`src/rtl/onehot_scan_encoder.sv`:
```
// Sequential priority scan encoder: captures an N-bit request vector through a
// valid/ready handshake and emits the index of every set bit, one per output beat.
module onehot_scan_encoder #(
  parameter int N         = 8,
  parameter bit MSB_FIRST = 1'b0,
  localparam int IDX_W    = $clog2(N)
) (
  input  logic             clk,
  input  logic             rst,
  input  logic             en,
  input  logic [N-1:0]     in_vec,
  input  logic             in_valid,
  output logic             in_ready,
  output logic [IDX_W-1:0] out_idx,
  output logic             out_valid,
  input  logic             out_ready,
  output logic             out_last,
  output logic             out_none,
  output logic [IDX_W:0]   out_cnt
);

  typedef enum logic {
    IDLE = 1'b0,
    SCAN = 1'b1
  } state_t;

  state_t           state_q, state_d;
  logic [N-1:0]     pending_q, pending_d;
  logic [IDX_W:0]   cnt_q, cnt_d;
  logic             none_q, none_d;

  logic [IDX_W-1:0] sel_idx_s;
  logic             last_s;
  logic [N-1:0]     clr_mask_s;

  function automatic logic [IDX_W:0] popcount(input logic [N-1:0] v);
    logic [IDX_W:0] c;
    c = '0;
    for (int i = 0; i < N; i++) begin
      c = c + (IDX_W+1)'(v[i]);
    end
    return c;
  endfunction

  // Descending walk so the lowest set bit is the last one written.
  function automatic logic [IDX_W-1:0] low_idx(input logic [N-1:0] v);
    logic [IDX_W-1:0] r;
    r = '0;
    for (int i = N - 1; i >= 0; i--) begin
      if (v[i]) r = IDX_W'(i);
    end
    return r;
  endfunction

  function automatic logic [IDX_W-1:0] high_idx(input logic [N-1:0] v);
    logic [IDX_W-1:0] r;
    r = '0;
    for (int i = 0; i < N; i++) begin
      if (v[i]) r = IDX_W'(i);
    end
    return r;
  endfunction

  // Decode the current beat from the pending register.
  always_comb begin
    if (MSB_FIRST) begin
      sel_idx_s = high_idx(pending_q);
    end else begin
      sel_idx_s = low_idx(pending_q);
    end
    last_s     = (popcount(pending_q) == (IDX_W+1)'(1));
    clr_mask_s = {{(N-1){1'b0}}, 1'b1} << sel_idx_s;
  end

  // Output drive; out_idx is forced to zero outside SCAN so it never floats X.
  always_comb begin
    in_ready  = en && (state_q == IDLE);
    out_valid = (state_q == SCAN);
    out_idx   = (state_q == SCAN) ? sel_idx_s : '0;
    out_last  = (state_q == SCAN) && last_s;
    out_none  = none_q;
    out_cnt   = cnt_q;
  end

  // Next-state logic: enable outranks the handshakes.
  always_comb begin
    state_d   = state_q;
    pending_d = pending_q;
    cnt_d     = cnt_q;
    none_d    = 1'b0;
    case (state_q)
      IDLE: begin
        if (en && in_valid) begin
          if (in_vec != '0) begin
            pending_d = in_vec;
            cnt_d     = popcount(in_vec);
            state_d   = SCAN;
          end else begin
            cnt_d  = '0;
            none_d = 1'b1;
          end
        end else begin
          state_d = IDLE;
        end
      end
      SCAN: begin
        if (!en) begin
          pending_d = '0;
          state_d   = IDLE;
        end else if (out_ready) begin
          pending_d = pending_q & ~clr_mask_s;
          if (last_s) begin
            state_d = IDLE;
          end else begin
            state_d = SCAN;
          end
        end else begin
          state_d = SCAN;
        end
      end
      default: begin
        pending_d = '0;
        state_d   = IDLE;
      end
    endcase
  end

  // State registers with synchronous reset.
  always_ff @(posedge clk) begin
    if (rst) begin
      state_q   <= IDLE;
      pending_q <= '0;
      cnt_q     <= '0;
      none_q    <= 1'b0;
    end else begin
      state_q   <= state_d;
      pending_q <= pending_d;
      cnt_q     <= cnt_d;
      none_q    <= none_d;
    end
  end

endmodule

```
`config.mk`:
```
export PLATFORM = sky130hd
export DESIGN_NAME = onehot_scan_encoder
export DESIGN_NICKNAME = d
export VERILOG_FILES = /design/src/rtl/onehot_scan_encoder.sv
export SDC_FILE = /design/constraint.sdc
export NUM_CORES = 1
export LEC_CHECK = 0
export BUFFER_PORTS_ARGS = -buffer_cell sky130_fd_sc_hd__clkbuf_2
export CORE_ASPECT_RATIO = 1.75
export CORE_MARGIN = 4
export CORE_UTILIZATION = 40
export DETAILED_ROUTE_END_ITERATION = 10
export PLACE_DENSITY_LB_ADDON = 0.25
export SYNTH_ARGS = -nofsm -noshare
export SYNTH_HDL_FRONTEND = slang
export SYNTH_SLANG_ARGS = --single-unit
```
`constraint.sdc`:
```
create_clock -name clk -period 3.4 [get_ports clk]
set_input_delay 0.51 -clock clk [delete_from_list [all_inputs] [get_ports clk]]
set_output_delay 0.51 -clock clk [all_outputs]
set_load 0.02 [all_outputs]
```
=== Yosys cells after proc, flatten, opt, wreduce, memory -nomap -nowiden ===
Index checks and enable logic that the tools add are counted.

* Reductions and logical operators: 7
* Shifts and indexed selects: 1
* Equal/unequal tests: 4
* Bitwise logic cells: 4
* Add/sub/neg operators: 14
* Multiplexer cells: 22

{| class="wikitable"
|+ Operator list
! cell !! number
|-
| 4-bit by 1-bit adder with 4-bit output || 8
|-
| 8-bit 2-to-1 mux || 4
|-
| 3-bit 2-to-1 mux || 9
|-
| 8-bit one-hot mux with 2 select lines || 1
|-
| 3-bit by 1-bit adder with 4-bit output || 2
|-
| 8-bit bitwise AND || 1
|-
| 8-bit inverter || 1
|-
| 8-bit nonzero test || 1
|-
| 1-bit by 3-bit left shift with 8-bit output, first input constant || 1
|-
| 2-bit by 1-bit adder with 3-bit output || 2
|-
| 1-bit 2-to-1 mux || 6
|-
| 1-bit by 1-bit adder with 2-bit output || 2
|-
| 4-bit by 1-bit == test with 1-bit output, second input constant || 1
|-
| 4-bit 2-to-1 mux || 1
|-
| 2-bit by 1-bit != test with 1-bit output, second input constant || 2
|-
| 1-bit logical AND || 3
|-
| 3-bit != test, second input constant || 1
|-
| 3-bit AND reduction || 1
|-
| 3-bit OR reduction || 1
|-
| 1-bit inverter || 2
|-
| 1-bit one-hot mux with 2 select lines || 1
|-
| 2-bit AND reduction || 1
|}

* Word-level logic and storage cells: 56
* Bits of input ports: 13
* Register bits after elaboration: 14
* Output and inout bits: 11

=== Longest topological paths before layout ===
Gate-level depths: netlist of the first run.

* Depth in word-level cells: 14
* Gate-level depth with buffers: 12
* Depth with buffers taken out: 12

=== Least setup slack after synthesis of the first run ===
Ideal clock, no wire load.

* Path type: register -> output
* From: register pending_q[0]
* To: output port out_last
* Buffers on the path: 0
* Slack: -0.181 ns
* Cell stages (with the launch flop): 12
* Arrival time: 3.071 ns
* Cell sequence: dfxtp_1 > inv_1 > fa_1 > fa_1 > fa_1 > inv_1 > ha_1 > inv_1 > fa_1 > a211oi_1 > mux2i_1 > nor2_1

* Cells in the longest elaborated chain, start to end: 9

{| class="wikitable"
|+ Ends and longest elaborated chain
! item !! line !! RTL
|-
| start: declaration || 28 || <nowiki>logic [N-1:0] pending_q, pending_d;</nowiki>
|-
| start signal: assignment || 137 || <nowiki>pending_q <= pending_d;</nowiki>
|-
| 1-bit by 1-bit adder with 2-bit output || 40 || <nowiki>c = c + (IDX_W+1)'(v[i]);</nowiki>
|-
| 2-bit by 1-bit adder with 3-bit output || 40 ||
|-
| 3-bit by 1-bit adder with 4-bit output || 40 ||
|-
| 4-bit by 1-bit adder with 4-bit output (4 in series) || 40 ||
|-
| 4-bit by 1-bit == test with 1-bit output || 71 || <nowiki>last_s = (popcount(pending_q) == (IDX_W+1)'(1));</nowiki>
|-
| 1-bit logical AND || 80 || <nowiki>out_last = (state_q == SCAN) && last_s;</nowiki>
|-
| end: declaration || 17 || <nowiki>output logic out_last,</nowiki>
|}

Every way passes these cells.

=== Worst setup path in the final report of the first run ===
Same ends and word-level chain as after synthesis.

==> results_dict.tcl, run 1 <==
set metrics [dict create \
    ys_async_sr_fraction_pct 0 \
    syn_inst 129 \
    worst_path_class_setup "reg -> out" \
    post-place-ws_ns -0.196 \
    grt_busiest_layer "met2" \
    ant_nets 0 \
    die_area_um2 3670 \
    rsz0062_at_grt "yes" \
    synthesis.area_um2 1090 \
    layout_cell_share_with_drive_strength_beyond_1_pct 31.4 \
    synth_top_area_cell "sky130_fd_sc_hd__dfxtp_1" \
    synth_sequential_area_ratio_pct 25.6 \
    timing.critical_path.required_ns 2.89 \
    fp.dieH_um 77.2 \
    critical_path.cell_chain "inv_2, fa_1, fa_1, fa_1, inv_2, ha_4, inv_2, fa_2, nand3_2, nor2_2, clkbuf_8" \
    synthesis.yosys.warnings 0 \
    design_area_um2 1370 \
    maximum_level_of_the_cts_h_tree 1 \
    drtIter0Drc 31 \
    grt_pass1_wl_um 4870 \
    synth_simple_gate_area_share_pct 15.0 \
    dominant_combinational_cell_family_by_area_after_synthesis "compound AO/OA/AOI/OAI gates" \
    clock_skew_ns 0.00214 \
    antenna_found_initial 0 \
    post-route-worst-setup-slack_ns -0.323 \
    grt_util_all_layers_pct 17.8 \
    timing.final.max_slew_violations 0 \
    p_per_area_nw_per_um2 386 \
    first_pass_iters 5 \
    detailedPlacementHpwl_um 2390 \
    final_period_minus_worst_setup_slack_ns 3.72 \
    synth_compound_gate_area_share_pct 24.3 \
    cp_slowest_stage_delay_ns 0.57 \
    synthesis.area_per_instance_um2 8.48 \
    crit_arrival_ns 3.21 \
    number_of_enable_flip_flop_cells_after_synthesis 0 \
    final.period_utilization_pct 109 \
    worst_slew_margin_rel_pct 63.7 \
    synth_commonest_cells "sky130_fd_sc_hd__inv_1, sky130_fd_sc_hd__dfxtp_1, sky130_fd_sc_hd__a21oi_1" \
    gp_congestion 0.786 \
    syn-num-nets 158 \
    grt_residual_overflow 0 \
    design.core.area_um2 2550 \
    synthTopCellsByArea "sky130_fd_sc_hd__dfxtp_1, sky130_fd_sc_hd__fa_1, sky130_fd_sc_hd__ha_1" \
    floorplan.initialDensity_pct 42.8 \
    route.final.wire_length_um 2880 \
    drcViolationCount 0 \
    synth.mux.area_fraction_pct 0.915 \
    vdd.ir_drop.worst_mv 0.365 \
    tightest_slew_ns 0.541 \
    synth-adder-area-share_pct 23.8 \
    cts.root.buffer_cell "sky130_fd_sc_hd__clkbuf_8" \
    p_leak_nw 0.641 \
    io_pins 24 \
    std_cell_rows 24 \
    timing.final.hold_violations 0 \
    layout-area-overhead-vs-synth_pct 25.6 \
    yosysUniqueCellTypes 31 \
    cts.path.max_buffers 2 \
    placed_area_um2 1280 \
    end_kind "output pin" \
    met3_usage_pct 3.28 \
    finalCoreUtilization_pct 53.8 \
    routed_via_density 5.64 \
    ys_seq_elements 14 \
    postSynth.topFlopCell "sky130_fd_sc_hd__dfxtp_1" \
    cp-start-kind "flop" \
    yosys.cell_count.top_type "sky130_fd_sc_hd__inv_1" \
    critical-path-slowest-cell "sky130_fd_sc_hd__fa_1" \
    crit_fanout 2 \
    status "complete, but fails checks" \
    floorplan.die.width_um 47.5 \
    share_of_the_synthesized_netlist_area_taken_by_xor_and_xnor_gates_pct 0.801 \
    number_of_clock_sinks 14 \
    setup_viol 1 \
    grt.met1_usage_pct 18.7 \
    cts.reportedPaths.clkPinSlew_ns 0.06 \
    grtUsageMet2_pct 32.1 \
    max_freq_mhz 269 \
    final_nets 189 \
    pin_count_of_the_biggest_net_entering_global_routing 15 \
    synthDominantCellAreaShare_pct 25.6 \
    clock_insertion_delay_worst_skew_ns 0.25 \
    cts_tree "yes" \
    failed_checks "setup timing" \
    routed-via-count 1044 \
    average_wire_per_standard_cell_um 15.6 \
    antennaDiodeCount 0 \
    grt_pass1_vias 1116 \
    timing.max_cap.violations 0 \
    total_power_mw 0.530 \
    number_of_buffers_created_by_cts 3 \
    port_buffers 23 \
    classification_of_the_worst_slack_hold_path "reg -> reg" \
]
## timing repair
item,CTS,global route
setup buffers,1,0
pin swaps,3,0
hold buffers,0,0
endpoints found under the hold margin,0,0
setup endpoints to repair,1,1
gates resized for setup,9,0
## cells in the final DEF, fill, tap and decap left out, types with 2 or more instances in the layout
master / netlist / final
sky130_fd_sc_hd__a21oi_1: 11 / 11
sky130_fd_sc_hd__a222oi_1: 2 / 2
sky130_fd_sc_hd__a22oi_1: 3 / 3
sky130_fd_sc_hd__a311oi_1: 4 / 4
sky130_fd_sc_hd__buf_4: 0 / 7
sky130_fd_sc_hd__clkbuf_2: 0 / 22
sky130_fd_sc_hd__clkbuf_8: 0 / 5
sky130_fd_sc_hd__dfxtp_1: 14 / 11
sky130_fd_sc_hd__dfxtp_2: 0 / 3
sky130_fd_sc_hd__fa_1: 8 / 7
sky130_fd_sc_hd__ha_1: 8 / 7
sky130_fd_sc_hd__inv_1: 24 / 20
sky130_fd_sc_hd__inv_2: 0 / 4
sky130_fd_sc_hd__nand2_1: 9 / 9
sky130_fd_sc_hd__nand3_1: 5 / 4
sky130_fd_sc_hd__nor2_1: 9 / 8
sky130_fd_sc_hd__nor2b_1: 3 / 3
sky130_fd_sc_hd__nor3_1: 3 / 3
sky130_fd_sc_hd__o21ai_0: 6 / 6
## final cells by class
cell class,instances,area (um2)
flip-flops and latches,14,284
inverters,24,90.1
repair buffers,30,176
clock buffers,4,55.1
multi-input cells,87,736
fillers,250,1180
well taps,26,32.5
## report_power, final
group / total (mW) / switching (mW) / leakage (nW) / internal, mW
combinational: 0.183 / 0.105 / 0.497 / 0.0777
clock: 0.163 / 0.0608 / 0.0288 / 0.103
sequential: 0.184 / 0.00974 / 0.115 / 0.175
## sequential cells by signal (all words and copies together), names as in the netlist
name,cells
pending_q,8
out_cnt,4
out_valid,1
out_none,1
## critical path: cells and delay by family, from the launching register on
kind	cells	cell delay, ns
fa+ha+maj	5	2.12
flops	1	0.33
buf+inv	4	0.32
simple gates	2	0.20
## stage by stage
| step | cells | hold slack, ns | setup TNS [ns] |
|---|---|---|---|
| detailed placement | 180 | 0.493 | -0.196 |
| global placement | 180 | 0.470 | -0.0489 |
| CTS | 185 | 0.511 | -0.332 |
| finish | 185 | 0.504 | -0.323 |
| floorplan | 129 | 0.472 | 0 |
| global route | 185 | 0.568 | -0.437 |
## metal layers
layer	vias up	part of all wire, %
li1	509	-
met5	-	0
met3	8	4.3
met1	495	37
met2	32	57
met4	0	1.9
## path summary, 6_finish.rpt
check / startpoint / endpoint / slack [ns] / cells after the start
max: pending_q[0]$_SDFFE_PP0P_ / out_last / -0.32 / 11
min reg2reg: out_cnt[3]$_SDFFE_PP0P_ / out_cnt[3]$_SDFFE_PP0P_ / 0.50 / 2
min: out_cnt[3]$_SDFFE_PP0P_ / out_cnt[3]$_SDFFE_PP0P_ / 0.50 / 2
max reg2reg: pending_q[0]$_SDFFE_PP0P_ / out_valid$_SDFF_PP0_ / 0.19 / 13
## logic make-up (layout without fill, tap and decap cells)
family,count (synthesis),count (layout)
compound gates,36,36
xor+xnor,1,1
fa+ha+maj,16,16
buf+inv,28,58
flops,14,14
mux,1,1
simple gates,33,33
(Power assumes the default switching activity.)
==> inputs of run 2 (changes only) <==
--- a/config.mk
+++ b/config.mk
@@ -5,11 +5,13 @@
 export SDC_FILE = /design/constraint.sdc
 export NUM_CORES = 1
 export LEC_CHECK = 0
+export ABC_AREA = 1
 export BUFFER_PORTS_ARGS = -buffer_cell sky130_fd_sc_hd__clkbuf_2
 export CORE_ASPECT_RATIO = 1.75
 export CORE_MARGIN = 4
 export CORE_UTILIZATION = 40
 export DETAILED_ROUTE_END_ITERATION = 10
+export HOLD_SLACK_MARGIN = 0.02
 export PLACE_DENSITY_LB_ADDON = 0.25
 export SYNTH_ARGS = -nofsm -noshare
 export SYNTH_HDL_FRONTEND = slang
==> run 2 against run 1 <==
Net effect:
- register-to-register slack got worse by 0.24 ns
- area after synthesis grew 4.1%
- sequential power about the same
- worst hold slack worse by 0.037 ns
- critical path depth unchanged
- largest cell class unchanged
- the run still ends with setup timing left
- die area rose by 3.6%
- clock power is 2% lower
- via count rose by 2.9%
- cell area grew 6.0%
- clock skew shrank 0.0010 ns
- clock-buffer cell count did not move
==> results_dict.tcl, run 2 <==
set metrics [dict create \
    timing.critical_path.required_ns 2.89 \
    antenna_found_initial 0 \
    number_of_enable_flip_flop_cells_after_synthesis 0 \
    design.core.area_um2 2720 \
    hold_end "out_cnt[2]$_SDFFE_PP0P_" \
    cts.path.max_buffers 2 \
    rsz0062_at_grt "yes" \
    layout.cells.most_common_list "sky130_fd_sc_hd__nand2_1, sky130_fd_sc_hd__inv_1, sky130_fd_sc_hd__clkbuf_2" \
    vdd.ir_drop.worst_mv 0.321 \
    pin_count_of_the_biggest_net_entering_global_routing 15 \
    grt_util_all_layers_pct 14.7 \
    antennaDiodeCount 0 \
    floorplan.die.width_um 48.3 \
    worst_slew_margin_rel_pct 79.4 \
    largest_register_ffs 8 \
    synthTopCellsByArea "sky130_fd_sc_hd__dfxtp_1, sky130_fd_sc_hd__nand2_1, sky130_fd_sc_hd__fa_1" \
    gp_congestion 0.895 \
    final.period_utilization_pct 111 \
    floorplan.initialDensity_pct 41.8 \
    cpLargestDelayFamily "adder cells" \
    timing.reg2reg.setup_slack_ns -0.05 \
    post-route-worst-setup-slack_ns -0.377 \
    classification_of_the_worst_slack_hold_path "reg -> reg" \
    drcViolationCount 0 \
    average_wire_per_standard_cell_um 11.6 \
    end_kind "output pin" \
    status "complete, but fails checks" \
    worst_path_most_repeated_cell "sky130_fd_sc_hd__fa_1" \
    setup_viol 2 \
    postSynth.topFlopCell "sky130_fd_sc_hd__dfxtp_1" \
    timing.max_cap.violations 0 \
    drtIter0Drc 10 \
    first_pass_iters 4 \
    final_period_minus_worst_setup_slack_ns 3.78 \
    crit_fanout 2 \
    routed-via-count 1074 \
    min_from "out_cnt[2]$_SDFFE_PP0P_" \
    worstReg2RegStart "pending_q[3]$_SDFFE_PP0P_" \
    failed_checks "setup timing" \
    clock_skew_ns 0.00114 \
    synthesis.area_per_instance_um2 7.07 \
    crit_arrival_ns 3.27 \
    port_buffers 23 \
    yosysUniqueCellTypes 26 \
    grt_pass1_vias 1169 \
    critical_path.cell_chain "inv_2, fa_1, fa_1, fa_1, inv_1, ha_1, inv_1, fa_2, o2111ai_4, nor2_4, clkbuf_8" \
    number_of_clock_sinks 14 \
    cp.buffers_inverters 4 \
    layout_commonest_cell "sky130_fd_sc_hd__nand2_1" \
    total_power_mw 0.570 \
    cp_slowest_stage_delay_ns 0.55 \
    clock_insertion_delay_worst_skew_ns 0.24 \
    critical-path-slowest-cell "sky130_fd_sc_hd__fa_1" \
    syn-num-nets 190 \
    synth_sequential_area_ratio_pct 24.6 \
    ant_nets 0 \
    route.final.wire_length_um 2580 \
    synthesis.area_um2 1140 \
    p_leak_nw 0.727 \
    syn_inst 161 \
    cts_hold_repair.buffers 0 \
    cp-start-kind "flop" \
    rr_endpoint "out_valid$_SDFF_PP0_" \
    worst_path_class_setup "reg -> out" \
    maximum_level_of_the_cts_h_tree 1 \
    layout-area-overhead-vs-synth_pct 27.9 \
    std_cell_rows 25 \
    cts_tree "yes" \
    number_of_buffers_created_by_cts 3 \
    ys_async_sr_fraction_pct 0 \
    ys_seq_elements 14 \
    synth_commonest_cells "sky130_fd_sc_hd__nand2_1, sky130_fd_sc_hd__inv_1, sky130_fd_sc_hd__dfxtp_1" \
    synthDominantCellAreaShare_pct 24.6 \
    grt_pass1_wl_um 4650 \
    finalCoreUtilization_pct 53.5 \
    worst_hold_slack_ns 0.467 \
    fp.dieH_um 78.6 \
    timing.hold.worst_path_depth 2 \
    p_per_area_nw_per_um2 391 \
    tightest_slew_ns 0.309 \
    timing.final.hold_violations 0 \
    synth_top_area_cell "sky130_fd_sc_hd__dfxtp_1" \
    detailedPlacementHpwl_um 2250 \
    worst-r2r-cell-count 14 \
    cts.reportedPaths.clkPinSlew_ns 0.06 \
    synthesis.yosys.warnings 0 \
    max_freq_mhz 265 \
    cts.root.buffer_cell "sky130_fd_sc_hd__clkbuf_8" \
    routed_via_density 4.82 \
    layout_cell_share_with_drive_strength_beyond_1_pct 33.7 \
    yosys.cell_count.top_type "sky130_fd_sc_hd__nand2_1" \
    io_pins 24 \
    timing.final.max_slew_violations 0 \
    die_area_um2 3800 \
    grt_residual_overflow 0 \
    final_nets 226 \
    largest-register "pending_q" \
]
-- run 2: changes by cell type after synthesis, sizes merged, moves of 3 or more --
| cell | change |
|---|---|
| clkbuf | -3 |
| nor2 | +3 |
| nor2b | -3 |
| inv | +10 |
| o21ai | -4 |
| a311oi | -4 |
| nand2 | +43 |
| a22oi | -3 |
-- run 2: cell type report --
cell class                      count  area, um2
Timing Repair Buffer               32        195
Tap cell                           27       33.8
Multi-Input combinational cell    110        752
Clock buffer                        4       55.1
Sequential cell                    14        284
Inverter                           36        136
Fill cell                         285       1260
-- run 2: per-layer routing --
layer / part of all wire, % / vias up / track usage (%)
li1: - / 558 / -
met1: 36 / 489 / 13.9
met5: 0 / - / 0
met3: 3.1 / 6 / 1.52
met2: 59 / 21 / 30.8
met4: 1.6 / 0 / 4.43
-- run 2: worst max-delay path by stage --
stage                                    startpoint  cells past startpoint  slack, ns  endpoint
after floorplan           pending_q[3]$_SDFFE_PP0P_                     10      0.005  out_last
after global placement    pending_q[3]$_SDFFE_PP0P_                     11      -0.12  out_last
after detailed placement  pending_q[3]$_SDFFE_PP0P_                     14      -0.20  out_last
after CTS                 pending_q[3]$_SDFFE_PP0P_                     14      -0.38  out_last
after global routing      pending_q[3]$_SDFFE_PP0P_                     14      -0.50  out_last
final                     pending_q[3]$_SDFFE_PP0P_                     11      -0.38  out_last
-- run 2: tightest hold or removal path, cell delays in order, from the launching register on --
cell and delay [ns]:
sky130_fd_sc_hd__dfxtp_1 0.31, sky130_fd_sc_hd__nand2_1 0.06, sky130_fd_sc_hd__a21oi_1 0.06
-- run 2: cell families after synthesis --
| group | count (synthesis) | share of synthesized area, % |
|---|---|---|
| AND/OR/NAND/NOR | 74 | 28.2 |
| AO/OA/AOI/OAI | 19 | 11.2 |
| adder cells (fa/ha/maj) | 16 | 22.9 |
| XOR/XNOR | 1 | 0.769 |
| buffers and inverters | 37 | 12.3 |
| flip-flops | 14 | 24.6 |
-- run 2: what timing repair did --
action | in CTS | in global routing
pin swaps | 2 | 0
setup buffers | 2 | 1
resized for setup | 3 | 4
endpoints found under the setup margin | 1 | 2
-- run 2: power by group --
part / internal, mW / leakage [nW] / switching [mW] / total [mW]
Sequential: 0.175 / 0.115 / 0.00712 / 0.182
Combinational: 0.104 / 0.583 / 0.125 / 0.230
Clock: 0.102 / 0.0288 / 0.0561 / 0.159
Total: 0.382 / 0.727 / 0.188 / 0.570
-- run 2: metrics by stage --
stage          area, um2  cells  TNS (ns)  setup WS [ns]
6_report            1460    223    -0.425         -0.377
5_1_grt             1460    223    -0.703         -0.503
4_1_cts             1430    222    -0.377         -0.377
3_5_place_dp        1350    216    -0.197         -0.197
3_3_place_gp        1350    216    -0.119         -0.119
2_1_floorplan       1160    161         0        0.00515
==> inputs of run 3 (changes only) <==
--- a/config.mk
+++ b/config.mk
@@ -10,9 +10,12 @@
 export CORE_ASPECT_RATIO = 1.75
 export CORE_MARGIN = 4
 export CORE_UTILIZATION = 40
+export CTS_CLUSTER_SIZE = 20
 export DETAILED_ROUTE_END_ITERATION = 10
+export GPL_TIMING_DRIVEN = 0
 export HOLD_SLACK_MARGIN = 0.02
 export PLACE_DENSITY_LB_ADDON = 0.25
+export SETUP_SLACK_MARGIN = 0.4
 export SYNTH_ARGS = -nofsm -noshare
 export SYNTH_HDL_FRONTEND = slang
 export SYNTH_SLANG_ARGS = --single-unit
==> run 3 against run 2 <==
Net effect:
- the run still ends with setup timing left
- clock-buffer cell count stayed put
- non-clock buffer count up 3
- wire length decreased by 1.2%
- first-iteration DRC count grew 60%
- sequential share of layout area shrank 0.91 points
- die area stayed put
- clock skew increased by 0.00084 ns
- via count rose by 1.0%
- critical endpoint unchanged
==> results_dict.tcl, run 3 (same netlist as run 2, synthesis figures left out) <==
set metrics [dict create \
    timing.max_cap.violations 0 \
    detailedPlacementHpwl_um 2140 \
    p_per_area_nw_per_um2 407 \
    clock_insertion_delay_worst_skew_ns 0.24 \
    number_of_buffers_created_by_cts 3 \
    layout-area-overhead-vs-synth_pct 34.2 \
    clock_skew_ns 0.00198 \
    antenna_found_initial 0 \
    final.period_utilization_pct 113 \
    failed_checks "setup timing" \
    crit_arrival_ns 3.33 \
    route.final.wire_length_um 2550 \
    layout_commonest_cell "sky130_fd_sc_hd__nand2_1" \
    critical-path-slowest-cell "sky130_fd_sc_hd__fa_1" \
    largest_register_ffs 8 \
    worstReg2RegStart "pending_q[0]$_SDFFE_PP0P_" \
    grt_pass1_wl_um 4490 \
    number_of_clock_sinks 14 \
    classification_of_the_worst_slack_hold_path "reg -> reg" \
    design.core.area_um2 2720 \
    tightest_slew_ns 0.532 \
    maximum_level_of_the_cts_h_tree 1 \
    drcViolationCount 0 \
    worst_slew_margin_rel_pct 64.6 \
    floorplan.die.width_um 48.3 \
    average_wire_per_standard_cell_um 11.3 \
    cp-start-kind "flop" \
    nFillCells 291 \
    die_area_um2 3800 \
    design_area_um2 1530 \
    worst_hold_slack_ns 0.468 \
    ant_nets 0 \
    critical_path.cell_chain "inv_2, fa_1, fa_1, fa_1, inv_2, ha_4, inv_2, fa_2, nor2_2, nand2_1, nand2_2, o2111ai_4, nor2_4, buf_8" \
    timing.reg2reg.setup_slack_ns -0.39 \
    status "complete, but fails checks" \
    cp_slowest_stage_delay_ns 0.56 \
    antennaDiodeCount 0 \
    io_pins 24 \
    routed-via-count 1085 \
    fp.dieH_um 78.6 \
    final_period_minus_worst_setup_slack_ns 3.84 \
    cts.root.buffer_cell "sky130_fd_sc_hd__clkbuf_8" \
    layout.cells.most_common_list "sky130_fd_sc_hd__nand2_1, sky130_fd_sc_hd__inv_1, sky130_fd_sc_hd__clkbuf_2" \
    rr_endpoint "out_valid$_SDFF_PP0_" \
    layout_cell_share_with_drive_strength_beyond_1_pct 38.2 \
    grt_residual_overflow 0 \
    final_nets 229 \
    p_leak_nw 0.740 \
    timing.final.hold_violations 0 \
    gp_congestion 0.879 \
    rsz0062_at_grt "yes" \
    max_freq_mhz 260 \
    crit_fanout 2 \
    timing.critical_path.from "pending_q[0]$_SDFFE_PP0P_" \
    timing.final.max_slew_violations 0 \
    first_pass_iters 4 \
    grt_pass1_vias 1090 \
    worst-r2r-cell-count 20 \
    post-route-worst-setup-slack_ns -0.442 \
    grt_util_all_layers_pct 14.3 \
    floorplan.initialDensity_pct 41.8 \
    cts_tree "yes" \
    pin_count_of_the_biggest_net_entering_global_routing 11 \
    std_cell_rows 25 \
    routed_via_density 4.80 \
    setup_viol 2 \
    port_buffers 23 \
    end_kind "output pin" \
    worst_path_class_setup "reg -> out" \
    setup.worst_path.end "out_last" \
    timing.critical_path.required_ns 2.89 \
    placed_area_um2 1310 \
    drtIter0Drc 16 \
    largest-register "pending_q" \
    cts.reportedPaths.clkPinSlew_ns 0.06 \
    vdd.ir_drop.worst_mv 0.258 \
    cts.path.max_buffers 2 \
]
## run 3: metal layers
metal	wire length (um)	GRT usage, %
met2	1450	27.4
met1	975	15.5
met5	0	0
met3	74	1.33
met4	46	5.26
## run 3: per-stage QoR
stage / setup WS [ns] / setup TNS (ns) / util (%) / total power [mW] / cells
floorplan: 0.00515 / 0 / - / 0.322 / 161
finish: -0.442 / -0.829 / 56.1 / 0.622 / 226
detailed placement: -0.296 / -0.296 / 48.0 / 0.373 / 211
CTS: -0.490 / -0.933 / 54.4 / 0.611 / 224
global route: -0.578 / -1.11 / 56.1 / 0.670 / 226
global placement: -0.260 / -0.260 / 48.0 / 0.366 / 211
## run 3: how the worst min path moves through the flow
stage                                    startpoint                   endpoint  slack (ns)  depth (start not counted)
after floorplan           pending_q[6]$_SDFFE_PP0P_  pending_q[6]$_SDFFE_PP0P_        0.45                          2
after global placement      out_cnt[0]$_SDFFE_PP0P_    out_cnt[0]$_SDFFE_PP0P_        0.46                          2
after detailed placement    out_cnt[0]$_SDFFE_PP0P_    out_cnt[0]$_SDFFE_PP0P_        0.46                          2
after CTS                   out_cnt[2]$_SDFFE_PP0P_    out_cnt[2]$_SDFFE_PP0P_        0.47                          2
after global routing        out_cnt[0]$_SDFFE_PP0P_    out_cnt[0]$_SDFFE_PP0P_        0.49                          2
final                       out_cnt[0]$_SDFFE_PP0P_    out_cnt[0]$_SDFFE_PP0P_        0.47                          2
## run 3: cell type report
| class | count | area (um2) | area share [%] |
|---|---|---|---|
| Sequential cell | 14 | 284 | 18.6 |
| Inverter | 36 | 136 | 8.93 |
| Tap cell | 27 | 33.8 | 2.21 |
| Multi-Input combinational cell | 110 | 778 | 50.9 |
| Clock buffer | 4 | 55.1 | 3.60 |
| Timing Repair Buffer | 34 | 236 | 15.5 |
| Buffer | 1 | 3.75 | 0.246 |
## run 3: worst max-delay path: cells and delay by family, from the launching register on
kind	cells	cell delay (ns)
AOI/OAI and AO/OA	1	0.14
adders and majority gates	5	1.97
DFF	1	0.33
buffers and inverters	4	0.27
and+or+nand+nor	4	0.39
## run 3: power breakdown
part | switching [mW] | total, mW | internal (mW)
Sequential | 0.00809 | 0.183 | 0.175
Combinational | 0.139 | 0.284 | 0.145
Clock | 0.0530 | 0.155 | 0.102
Total | 0.200 | 0.622 | 0.422
## run 3: timing repair
action                                  4_1_cts  5_1_grt
gates resized for setup                      14       11
hold buffers                                  0        0
buffers inserted                              9        2
endpoints found under the setup margin        2        4
pin swaps                                     5       10
